### src/rtl/ray_column_writer.sv
// Expands one DDA column result into SCREEN_HEIGHT ceiling/wall/floor RGB565 frame-buffer writes.
// Registered pixel stream with valid/ready; the next column is accepted only after the last row is taken.
module ray_column_writer #(
    parameter int          SCREEN_WIDTH  = 320,
    parameter int          SCREEN_HEIGHT = 240,
    parameter int          ADDR_WIDTH    = 17,
    parameter logic [15:0] CEIL_COLOR    = 16'h39E7,
    parameter logic [15:0] FLOOR_COLOR   = 16'h6B4D
) (
    input  logic                  pixel_clk_in,
    input  logic                  rst_in,
    input  logic                  dda_tvalid_in,
    input  logic [38:0]           dda_tdata_in,
    input  logic                  dda_tlast_in,
    output logic                  dda_tready_out,
    output logic                  pixel_valid_out,
    input  logic                  pixel_ready_in,
    output logic [ADDR_WIDTH-1:0] address_out,
    output logic [15:0]           pixel_out,
    output logic                  last_pixel_out,
    output logic [7:0]            drop_count_out
);

    localparam int YW = (SCREEN_HEIGHT > 1) ? $clog2(SCREEN_HEIGHT) : 1;
    localparam int HW = $clog2(SCREEN_HEIGHT + 1);
    localparam logic [YW-1:0]         Y_LAST     = YW'(SCREEN_HEIGHT - 1);
    localparam logic [HW-1:0]         ROWS       = HW'(SCREEN_HEIGHT);
    localparam logic [ADDR_WIDTH-1:0] ROW_STRIDE = ADDR_WIDTH'(SCREEN_WIDTH);

    typedef enum logic {IDLE, DRAW} state_t;

    state_t                state_q, state_n;
    logic                  tready_q, tready_n;
    logic                  valid_q, valid_n;
    logic [ADDR_WIDTH-1:0] addr_q, addr_n;
    logic [15:0]           pix_q, pix_n;
    logic                  last_q, last_n;
    logic [7:0]            drop_q, drop_n;
    logic [YW-1:0]         y_q, y_n;
    logic [HW-1:0]         start_q, start_n;
    logic [HW-1:0]         lim_q, lim_n;
    logic [15:0]           wall_q, wall_n;
    logic                  tlast_q, tlast_n;

    logic [8:0]  beat_hcount;
    logic [8:0]  beat_lh;
    logic        beat_side;
    logic [3:0]  beat_type;
    logic        beat_drop;
    logic [HW-1:0] beat_lh_c, beat_start, beat_lim;
    logic [15:0] beat_pal, beat_wall;
    logic        accept, advance;
    logic        unused_bits;

    function automatic logic [15:0] palette(input logic [3:0] idx);
        case (idx)
            4'd0:    palette = 16'hFFFF;
            4'd1:    palette = 16'hF800;
            4'd2:    palette = 16'h07E0;
            4'd3:    palette = 16'h001F;
            4'd4:    palette = 16'hFFE0;
            4'd5:    palette = 16'hF81F;
            4'd6:    palette = 16'h07FF;
            4'd7:    palette = 16'h8410;
            4'd8:    palette = 16'hFC00;
            4'd9:    palette = 16'h8000;
            4'd10:   palette = 16'h0400;
            4'd11:   palette = 16'h0010;
            4'd12:   palette = 16'hA145;
            4'd13:   palette = 16'h52AA;
            4'd14:   palette = 16'hC618;
            default: palette = 16'h2104;
        endcase
    endfunction

    // Wall occupies rows [start, lim); lim == start when the column has no wall.
    function automatic logic [15:0] row_color(input logic [YW-1:0] y, input logic [HW-1:0] start,
                                              input logic [HW-1:0] lim, input logic [15:0] wall);
        if (HW'(y) < start)     row_color = CEIL_COLOR;
        else if (HW'(y) < lim)  row_color = wall;
        else                    row_color = FLOOR_COLOR;
    endfunction

    assign beat_hcount = dda_tdata_in[38:30];
    assign beat_lh     = dda_tdata_in[29:21];
    assign beat_side   = dda_tdata_in[20];
    assign beat_type   = dda_tdata_in[19:16];
    assign unused_bits = ^dda_tdata_in[15:0];

    assign beat_drop  = {1'b0, beat_hcount} >= 10'(SCREEN_WIDTH);
    assign beat_lh_c  = ({1'b0, beat_lh} >= 10'(SCREEN_HEIGHT)) ? ROWS : HW'(beat_lh);
    assign beat_start = (ROWS - beat_lh_c) >> 1;
    assign beat_lim   = beat_start + beat_lh_c;
    assign beat_pal   = palette(beat_type);
    assign beat_wall  = beat_side ? ((beat_pal >> 1) & 16'h7BEF) : beat_pal;

    assign accept  = dda_tvalid_in && tready_q;
    assign advance = valid_q && pixel_ready_in;

    always_ff @(posedge pixel_clk_in or negedge rst_in) begin
        if (!rst_in) begin
            state_q  <= IDLE;
            tready_q <= 1'b0;
            valid_q  <= 1'b0;
            addr_q   <= '0;
            pix_q    <= '0;
            last_q   <= 1'b0;
            drop_q   <= '0;
            y_q      <= '0;
            start_q  <= '0;
            lim_q    <= '0;
            wall_q   <= '0;
            tlast_q  <= 1'b0;
        end else begin
            state_q  <= state_n;
            tready_q <= tready_n;
            valid_q  <= valid_n;
            addr_q   <= addr_n;
            pix_q    <= pix_n;
            last_q   <= last_n;
            drop_q   <= drop_n;
            y_q      <= y_n;
            start_q  <= start_n;
            lim_q    <= lim_n;
            wall_q   <= wall_n;
            tlast_q  <= tlast_n;
        end
    end

    always_comb begin
        state_n = state_q;
        valid_n = valid_q;
        addr_n  = addr_q;
        pix_n   = pix_q;
        last_n  = last_q;
        drop_n  = drop_q;
        y_n     = y_q;
        start_n = start_q;
        lim_n   = lim_q;
        wall_n  = wall_q;
        tlast_n = tlast_q;
        case (state_q)
            IDLE: begin
                if (accept) begin
                    if (beat_drop) begin
                        if (drop_q != '1) drop_n = drop_q + 8'd1;
                    end else begin
                        state_n = DRAW;
                        y_n     = '0;
                        start_n = beat_start;
                        lim_n   = beat_lim;
                        wall_n  = beat_wall;
                        tlast_n = dda_tlast_in;
                        valid_n = 1'b1;
                        addr_n  = ADDR_WIDTH'(beat_hcount);
                        pix_n   = row_color('0, beat_start, beat_lim, beat_wall);
                        last_n  = dda_tlast_in && (Y_LAST == '0);
                    end
                end
            end
            DRAW: begin
                if (advance) begin
                    if (y_q == Y_LAST) begin
                        state_n = IDLE;
                        valid_n = 1'b0;
                        addr_n  = '0;
                        pix_n   = '0;
                        last_n  = 1'b0;
                    end else begin
                        y_n    = y_q + 1'b1;
                        addr_n = addr_q + ROW_STRIDE;
                        pix_n  = row_color(y_n, start_q, lim_q, wall_q);
                        last_n = tlast_q && (y_n == Y_LAST);
                    end
                end
            end
            default: state_n = IDLE;
        endcase
        tready_n = (state_n == IDLE);
    end

    assign dda_tready_out  = tready_q;
    assign pixel_valid_out = valid_q;
    assign address_out     = addr_q;
    assign pixel_out       = pix_q;
    assign last_pixel_out  = last_q;
    assign drop_count_out  = drop_q;

endmodule

### config.mk
export PLATFORM = sky130hd
export DESIGN_NAME = ray_column_writer
export DESIGN_NICKNAME = d
export VERILOG_FILES = /design/src/rtl/ray_column_writer.sv
export SDC_FILE = /design/constraint.sdc
export NUM_CORES = 1
export LEC_CHECK = 0
export BUFFER_PORTS_ARGS = -buffer_cell sky130_fd_sc_hd__buf_2
export CAP_MARGIN = 20
export CORE_AREA = 8 8 111 113
export DETAILED_ROUTE_END_ITERATION = 6
export DIE_AREA = 0 0 119 121
export PLACE_DENSITY_LB_ADDON = 0.3
export RECOVER_POWER = 50
export SYNTH_ARGS = -nofsm -noshare
export SYNTH_HDL_FRONTEND = slang
export SYNTH_SLANG_ARGS = --single-unit
### constraint.sdc
create_clock -name pixel_clk_in -period 3.37 [get_ports pixel_clk_in]
set_input_delay 0.337 -clock pixel_clk_in [delete_from_list [all_inputs] [get_ports pixel_clk_in]]
set_output_delay 0.337 -clock pixel_clk_in [all_outputs]
set_load 0.1 [all_outputs]
==> results by group, run 1 <==
Detailed routing
  • Via Count: between 4000 and 5000
  • DR pass1 iterations: 5
  • DRC viols: 0
  • WL/cell: 15.8 um
  • Iter 0 DRT Violations: between 300 and 400
  • WL final: between 10 and 15 mm
  • Final ANT Viol Nets: 0
  • Vias per cell: 5.61

Status
  • Failing checks: max-capacitance violations, max-slew violations
  • Status: finished, violations left

Clocking
  • Clk_lat worst skew: 0.36 ns
  • Root buffer cell: clkbuf_8
  • Clock tree buffer depth: 2
  • Clock H-tree levels: 3
  • Buffers inserted by post-CTS timing repair: 0
  • Clk pin slew, worst setup/hold paths: 0.08 ns
  • Clk sink count: 85
  • TritonCTS Buffers: 9
  • CTS tree: done

Floorplanning
  • Core ar.: 10600 um^2
  • # rows: 38
  • # IOs: 88
  • Die X: 119 um
  • DIE HEIGHT: 121 um
  • Die area: 14400 um^2
  • Initial core utilization: 48.4%

Power and ir drop
  • Comb pwr share: about an eighth
  • Reg power frac: 49.1%
  • Peak supply drop: roughly 170 uV
  • Total Power: 0.00208 W
  • Power Dens Cells: 348 nW/um^2
  • Clk network pwr share: 38.6%
  • Internal power component: 0.00155 W
  • Net Sw Frac: 25.2%
  • Sw power: 0.000524 W
  • Static leakage: slightly below 3 nW

Global routing
  • GR Overflow Total: 0
  • Vias in the first global route: 4591
  • GRT Util Overall: between 10% and 20%
  • First-pass GRT wire length: 22.1 mm
  • Largest net degree at the start of global routing: 86
  • Initial antenna violation count: 0

STA
  • Post-route worst setup slack: 0.240 ns
  • Clock Skews: about 0.0096 ns
  • RSZ-0062 raised after global routing: false
  • Crit path time final: 3.13 ns
  • Final worst path period share: 92.9%
  • Worst-Margin Slew: 1.65 ns
  • Headroom to the max-slew limit: -9.68%
  • Hold Slack: ~0.17 ns
  • Setup TNS: 0 ns
  • Endpoints failing hold: 0
  • Slew Viols, Final: 68
  • Fmax: 0.319 GHz
  • # setup viols final: 0

Final layout
  • # fillers: 937
  • Final #Nets: 748
  • Layout Cells excl Fill: 821
  • Layout cells sized above 1: 16.9%
  • Area growth syn-to-layout: 16.3%
  • Antenna cells: 0

Logic synthesis
  • Largest cells by area after synthesis: dfrtp_1 41%, ha_1 6.6%, nand2_1 6.1%, o21ai_0 5.9%, nor2_1 4.8%
  • Yosys cell types: 61
  • Syn Area/Cell: 8.66 um^2
  • Synthesized flop and latch total: 85
  • Post-synth EDFFs: 0
  • Synth async-reset ratio: 100%
  • Top cell type's share of synthesized area: 41.5%
  • Top_reg_cell synth: dfrtp_1
  • Sequential share of the synthesized area: 41.5%
  • Post-synthesis net count: 663
  • Mapped Cells: approximately 590
  • Syn. warnings: 0
  • Mapped Area: 5130 um^2
  • Area leader, netlist: dfrtp_1

Worst setup path
  • Max Fanout on Critical Path: 14
  • Critical Path Start Type: input pin
  • Kind of critical path: in2reg
  • Data required time of the worst path: about 3.7 ns
  • WP data arrival: approximately 3.4 ns
  • Crit path capture type: flop

Place
  • Dpl cells: between 800 and 900
  • Final GP Congestion: ~0.9
  • Pre-CTS setup slack: -0.0914 ns
  • IO Port Bufs: 71
  • DP HPWL: between 9 and 10 mm

Flow run
  • Max cap viols: 1

Min path
  • Min-Delay Path Class: in2reg
[cell families (layout without fill, tap and decap cells)]
group | Yosys count | in the layout | share of synthesized area (%)
adders and majority gates | 27 | 27 | 6.59
AOI/OAI and AO/OA | 167 | 167 | 21.1
muxes | 8 | 8 | 1.88
and+or+nand+nor | 226 | 226 | 21.1
buffers and inverters | 59 | 148 | 4.54
xor gates and xnor gates | 20 | 20 | 3.42
DFF | 85 | 85 | 41.5
[Yosys cell counts, drive strengths merged (6+ instances only)]
library cell	number
nand2	84
a31oi	8
nand3	15
clkbuf	21
nor2	65
nor3	14
xnor2	6
a21oi	36
and3	9
a22o	11
dfrtp	85
inv	33
o21ai	63
o21a	7
o22ai	6
xor2	14
ha	27
and3b	6
[power groups by stage]
stage               Combinational [W]  Sequential (W)  Clock, W
floorplan                    0.000143         0.00104         0
global placement             0.000243         0.00104         0
detailed placement           0.000250         0.00104         0
CTS                          0.000252         0.00102  0.000810
global route                 0.000285         0.00102  0.000843
finish                       0.000256         0.00102  0.000801
[metal layers]
layer	share of wire [%]	global-route usage, %	vias up
li1	-	-	2260
met1	47	23.8	2199
met2	47	29.5	124
met3	4.6	3.35	20
met4	1.8	7.83	0
met5	0	0	-
[stage by stage]
| stage | cell area (um^2) | utilization, % |
|---|---|---|
| 5_1_grt | 5970 | 56.3 |
| 2_1_floorplan | 5130 | - |
| 3_3_place_gp | 5760 | 54.4 |
| 3_5_place_dp | 5760 | 54.4 |
| 4_1_cts | 5980 | 56.4 |
| 6_report | 5970 | 56.3 |
[registers in the layout (all words and copies together) (netlist names)]
| signal | count |
|---|---|
| y_q | 8 |
| start_q | 7 |
| tlast_q | 1 |
| lim_q | 8 |
| pixel_valid_out | 1 |
| pixel_out | 16 |
| address_out | 17 |
| drop_count_out | 8 |
| wall_q | 16 |
| state_q | 1 |
| dda_tready_out | 1 |
| last_pixel_out | 1 |
[layout make-up]
class | count | area [um^2] | share of cell area (%)
Tap cell | 140 | 175 | 2.94
Clock buffer | 10 | 138 | 2.31
Inverter | 33 | 124 | 2.08
Sequential cell | 85 | 2130 | 35.6
Clock inverter | 5 | 75.1 | 1.26
Timing Repair Buffer | 100 | 546 | 9.14
Multi-Input combinational cell | 448 | 2780 | 46.6
[placed cells by master, fill, tap and decap left out, types with 4 or more instances in the layout]
cell and instances:
nand2b_1 4, o21ai_0 60, nand2_1 84, xor2_1 14, a22o_1 11, nand3_1 15, clkbuf_8 10, a21oi_1 36
xnor2_1 6, mux2i_1 4, clkbuf_1 22, and3b_1 6, inv_1 33, a31oi_1 8, buf_4 27, dfrtp_1 85
and3_1 8, buf_2 49, or3_1 5, nor2_1 65, ha_1 26, o22ai_2 5, o211ai_1 4, nand4_1 4
o21a_1 7, nor3_1 11, o31ai_1 4
[final timing paths]
| check | start | endpoint | slack, ns | depth (start not counted) |
|---|---|---|---|---|
| setup reg to reg | y_q[0] | pixel_out[2] | 0.37 | 11 |
| min in group asynchronous | rst_in | state_q | 0.65 | 2 |
| hold reg to reg | start_q[0] | start_q[0] | 0.48 | 2 |
| hold / removal | dda_tlast_in | tlast_q | 0.17 | 3 |
| max in group asynchronous | rst_in | lim_q[2] | 0.58 | 3 |
| setup / recovery | dda_tdata_in[28] | pixel_out[9] | 0.24 | 17 |
[timing repair]
action / in CTS / in global routing
setup endpoints to repair: 0 / 2
hold endpoints to repair: 0 / 18
gates resized for setup: 0 / 1
hold buffers: 0 / 1
[critical path: stages]
cell,delay (ns)
buf_2,0.12
a41oi_4,0.23
nand2_1,0.10
ha_2,0.21
buf_4,0.14
a21oi_1,0.12
o21bai_1,0.08
a22o_1,0.23
ha_1,0.32
nor2b_1,0.18
a221oi_2,0.31
nand3_1,0.20
nor4_4,0.28
buf_4,0.22
buf_4,0.13
o21ai_0,0.09
nand3_1,0.12
No activity file was read; power rests on OpenSTA's default activity.
==> inputs of run 2 (changes only) <==
==> constraint.sdc (replaced) <==
create_clock -name pixel_clk_in -period 3.37 [get_ports pixel_clk_in]
set_input_delay 0.674 -clock pixel_clk_in [delete_from_list [all_inputs] [get_ports pixel_clk_in]]
set_output_delay 0.674 -clock pixel_clk_in [all_outputs]
set_load 0.1 [all_outputs]
==> run 2 against run 1 <==
First-iteration DRC count rose by 13%. Register-to-register slack worse by 0.02 ns. Cell count is 1.3% higher. Core utilization rose by 1.4 points. Clock skew increased by 0.0045 ns. Clock-buffer cell count unchanged. Die area unchanged. Maximum frequency fell by 3.2%. Worst hold slack improved by 0.31 ns. The flow still finishes with violations (max-capacitance violations, max-slew violations).
==> results by group, run 2 (same netlist as run 1, synthesis figures left out) <==
Global routing
  • Largest net degree at the start of global routing: 86 (unchanged)
  • Global-route track usage on met1: 23.1% (-0.67 points)
  • Initial antenna violation count: 0 (unchanged)
  • Top Usage Layer GRT: met2
  • First-pass GRT wire length: 21.1 mm (-4.8%)
  • GRT Util Overall: 17.6% (-0.71 points)
  • Vias in the first global route: 4392 (-4.3%)
  • M3 GR Usage: 2.84% (-0.51 points)
  • GRT met2 Usage: 28.5% (-0.98 points)
  • GR Overflow Total: 0 (unchanged)

STA
  • Clock Skews: 0.0141 ns (+0.00452 ns)
  • Crit path time final: 3.23 ns (+0.102 ns)
  • Hold Slack: 0.482 ns (+0.308 ns)
  • RSZ-0062 raised after global routing: true
  • Final worst path period share: 95.9% (+3.0 points)
  • Headroom to the max-slew limit: -13.9% (-4.2 points)
  • Slew Viols, Final: 77 (+13%)
  • Worst-Margin Slew: 1.71 ns (+0.0631 ns)
  • Endpoints failing hold: 0 (unchanged)
  • # setup viols final: 0 (unchanged)
  • Fmax: 0.309 GHz (-3.2%)

Worst setup path
  • Max Fanout on Critical Path: 6 (-8)
  • WP data arrival: 3.53 ns (+0.10 ns)
  • Kind of critical path: in2reg
  • Crit path capture type: flop
  • Data required time of the worst path: 3.66 ns (about the same)
  • Critical Path Start Type: input pin

Floorplanning
  • Die area: 14400 um^2 (unchanged)
  • # IOs: 88 (unchanged)
  • DIE HEIGHT: 121 um (unchanged)
  • Initial core utilization: 48.4% (unchanged)
  • Die X: 119 um (unchanged)
  • # rows: 38 (unchanged)
  • Core ar.: 10600 um^2 (unchanged)

Status
  • Failing checks: max-capacitance violations, max-slew violations
  • Status: finished, violations left

Final layout
  • # fillers: 948 (+1.2%)
  • Max FFs per register: 17 (unchanged)
  • Commonest non-fill, non-tap cell in the layout: dfrtp_1
  • Util after Layout: 57.7% (+1.4 points)
  • Layout cells sized above 1: 21.8% (+4.9 points)
  • Antenna cells: 0 (unchanged)
  • Area growth syn-to-layout: 19.3%
  • Non-Filler Cell Area, Final: 6120 um^2 (+2.5%)
  • Layout Cells excl Fill: 832 (+1.3%)
  • Most frequent cells in the layout: 85 x dfrtp_1, 82 x nand2_1, 65 x nor2_1, 65 x buf_2, 57 x o21ai_0
  • Multi-input gate area: 2850 um^2 (+2.6%)
  • Final #Nets: 758 (+1.3%)
  • Sequential cell area: 2130 um^2 (unchanged)

Detailed routing
  • DR pass1 iterations: 5 (unchanged)
  • Iter 0 DRT Violations: 376 (+13%)
  • WL/cell: 15.6 um (-0.80%)
  • Via Count: 4601 (-0.043%)
  • DRC viols: 0 (unchanged)
  • Vias per cell: 5.53 (-1.4%)
  • Final ANT Viol Nets: 0 (unchanged)
  • WL final: 13.0 mm (+0.53%)

Clocking
  • Clk pin slew, worst setup/hold paths: 0.09 ns (about the same)
  • Clk_lat worst skew: 0.37 ns (about the same)
  • Cts hold-fix bufs: 0 (unchanged)
  • CTS tree: done
  • Root buffer cell: clkbuf_8
  • Clock H-tree levels: 3 (unchanged)
  • Clk sink count: 85 (unchanged)
  • TritonCTS Buffers: 9 (unchanged)
  • Clock tree buffer depth: 2 (unchanged)

Place
  • Placed Area: 5860 um^2 (+1.6%)
  • Dpl cells: 810 (+0.75%)
  • Final GP Congestion: 0.903 (+2.1%)
  • DP HPWL: 9.43 mm (+0.45%)
  • IO Port Bufs: 71 (unchanged)

Power and ir drop
  • Total Power: 0.00198 W (-4.5%)
  • Peak supply drop: 181 uV (+4.7%)
  • Static leakage: 3.05 nW (+3.7%)
  • Power Dens Cells: 324 nW/um^2 (-6.8%)

Min path
  • Min-Delay Path Class: reg2reg

Flow run
  • Max cap viols: 2 (+1)
[run 2: cell type report]
| cell class | instances | share of cell area [%] |
|---|---|---|
| Clock inverter | 6 | 0.757 |
| Multi-Input combinational cell | 448 | 46.7 |
| Inverter | 33 | 2.02 |
| Clock buffer | 10 | 2.25 |
| Tap cell | 140 | 2.86 |
| Timing Repair Buffer | 110 | 10.7 |
| Sequential cell | 85 | 34.8 |
[run 2: critical path: stages]
cell and delay [ns]:
buf_8 0.10, a41oi_4 0.25, nand2_2 0.11, ha_4 0.18, buf_4 0.14, o31ai_1 0.08
a22o_1 0.26, ha_4 0.22, nor2b_1 0.16, a221oi_2 0.33, nand3_2 0.14, nor4_4 0.28
buf_4 0.19, buf_4 0.14, and3b_1 0.19, o22ai_2 0.08
[run 2: routing by layer]
layer | wire [um] | vias up
met1 | 6010 | 2206
li1 | - | 2286
met2 | 6190 | 101
met4 | 148 | 0
met3 | 662 | 8
met5 | 0 | -
[run 2: per-stage QoR]
step                setup slack (ns)  setup TNS (ns)
CTS                           0.0669               0
global placement              -0.273           -3.13
floorplan                     -0.108          -0.682
detailed placement            -0.323           -4.02
global route                 -0.0574          -0.140
finish                         0.138               0
[run 2: report_power, final]
group / switching, W / leakage [nW] / internal (W)
combinational: 0.000165 / 1.83 / 0.000122
sequential: 0 / 1.13 / 0.00102
clock: 0.000385 / 0.0889 / 0.000291
[run 2: final timing paths]
check	from	slack [ns]	depth (start not counted)	end
min reg2reg	tlast_q	0.48	2	tlast_q
max reg2reg	y_q[0]	0.35	11	pixel_out[2]
max	dda_tdata_in[27]	0.14	16	pixel_out[13]
min	tlast_q	0.48	2	tlast_q
min in group asynchronous	rst_in	0.73	1	drop_count_out[4]
max in group asynchronous	rst_in	0.57	2	pixel_out[8]
[run 2: timing repair]
| action | 4_1_cts | 5_1_grt |
|---|---|---|
| buffers inserted | 0 | 4 |
| resized for setup | 0 | 15 |
| setup endpoints to repair | 0 | 12 |
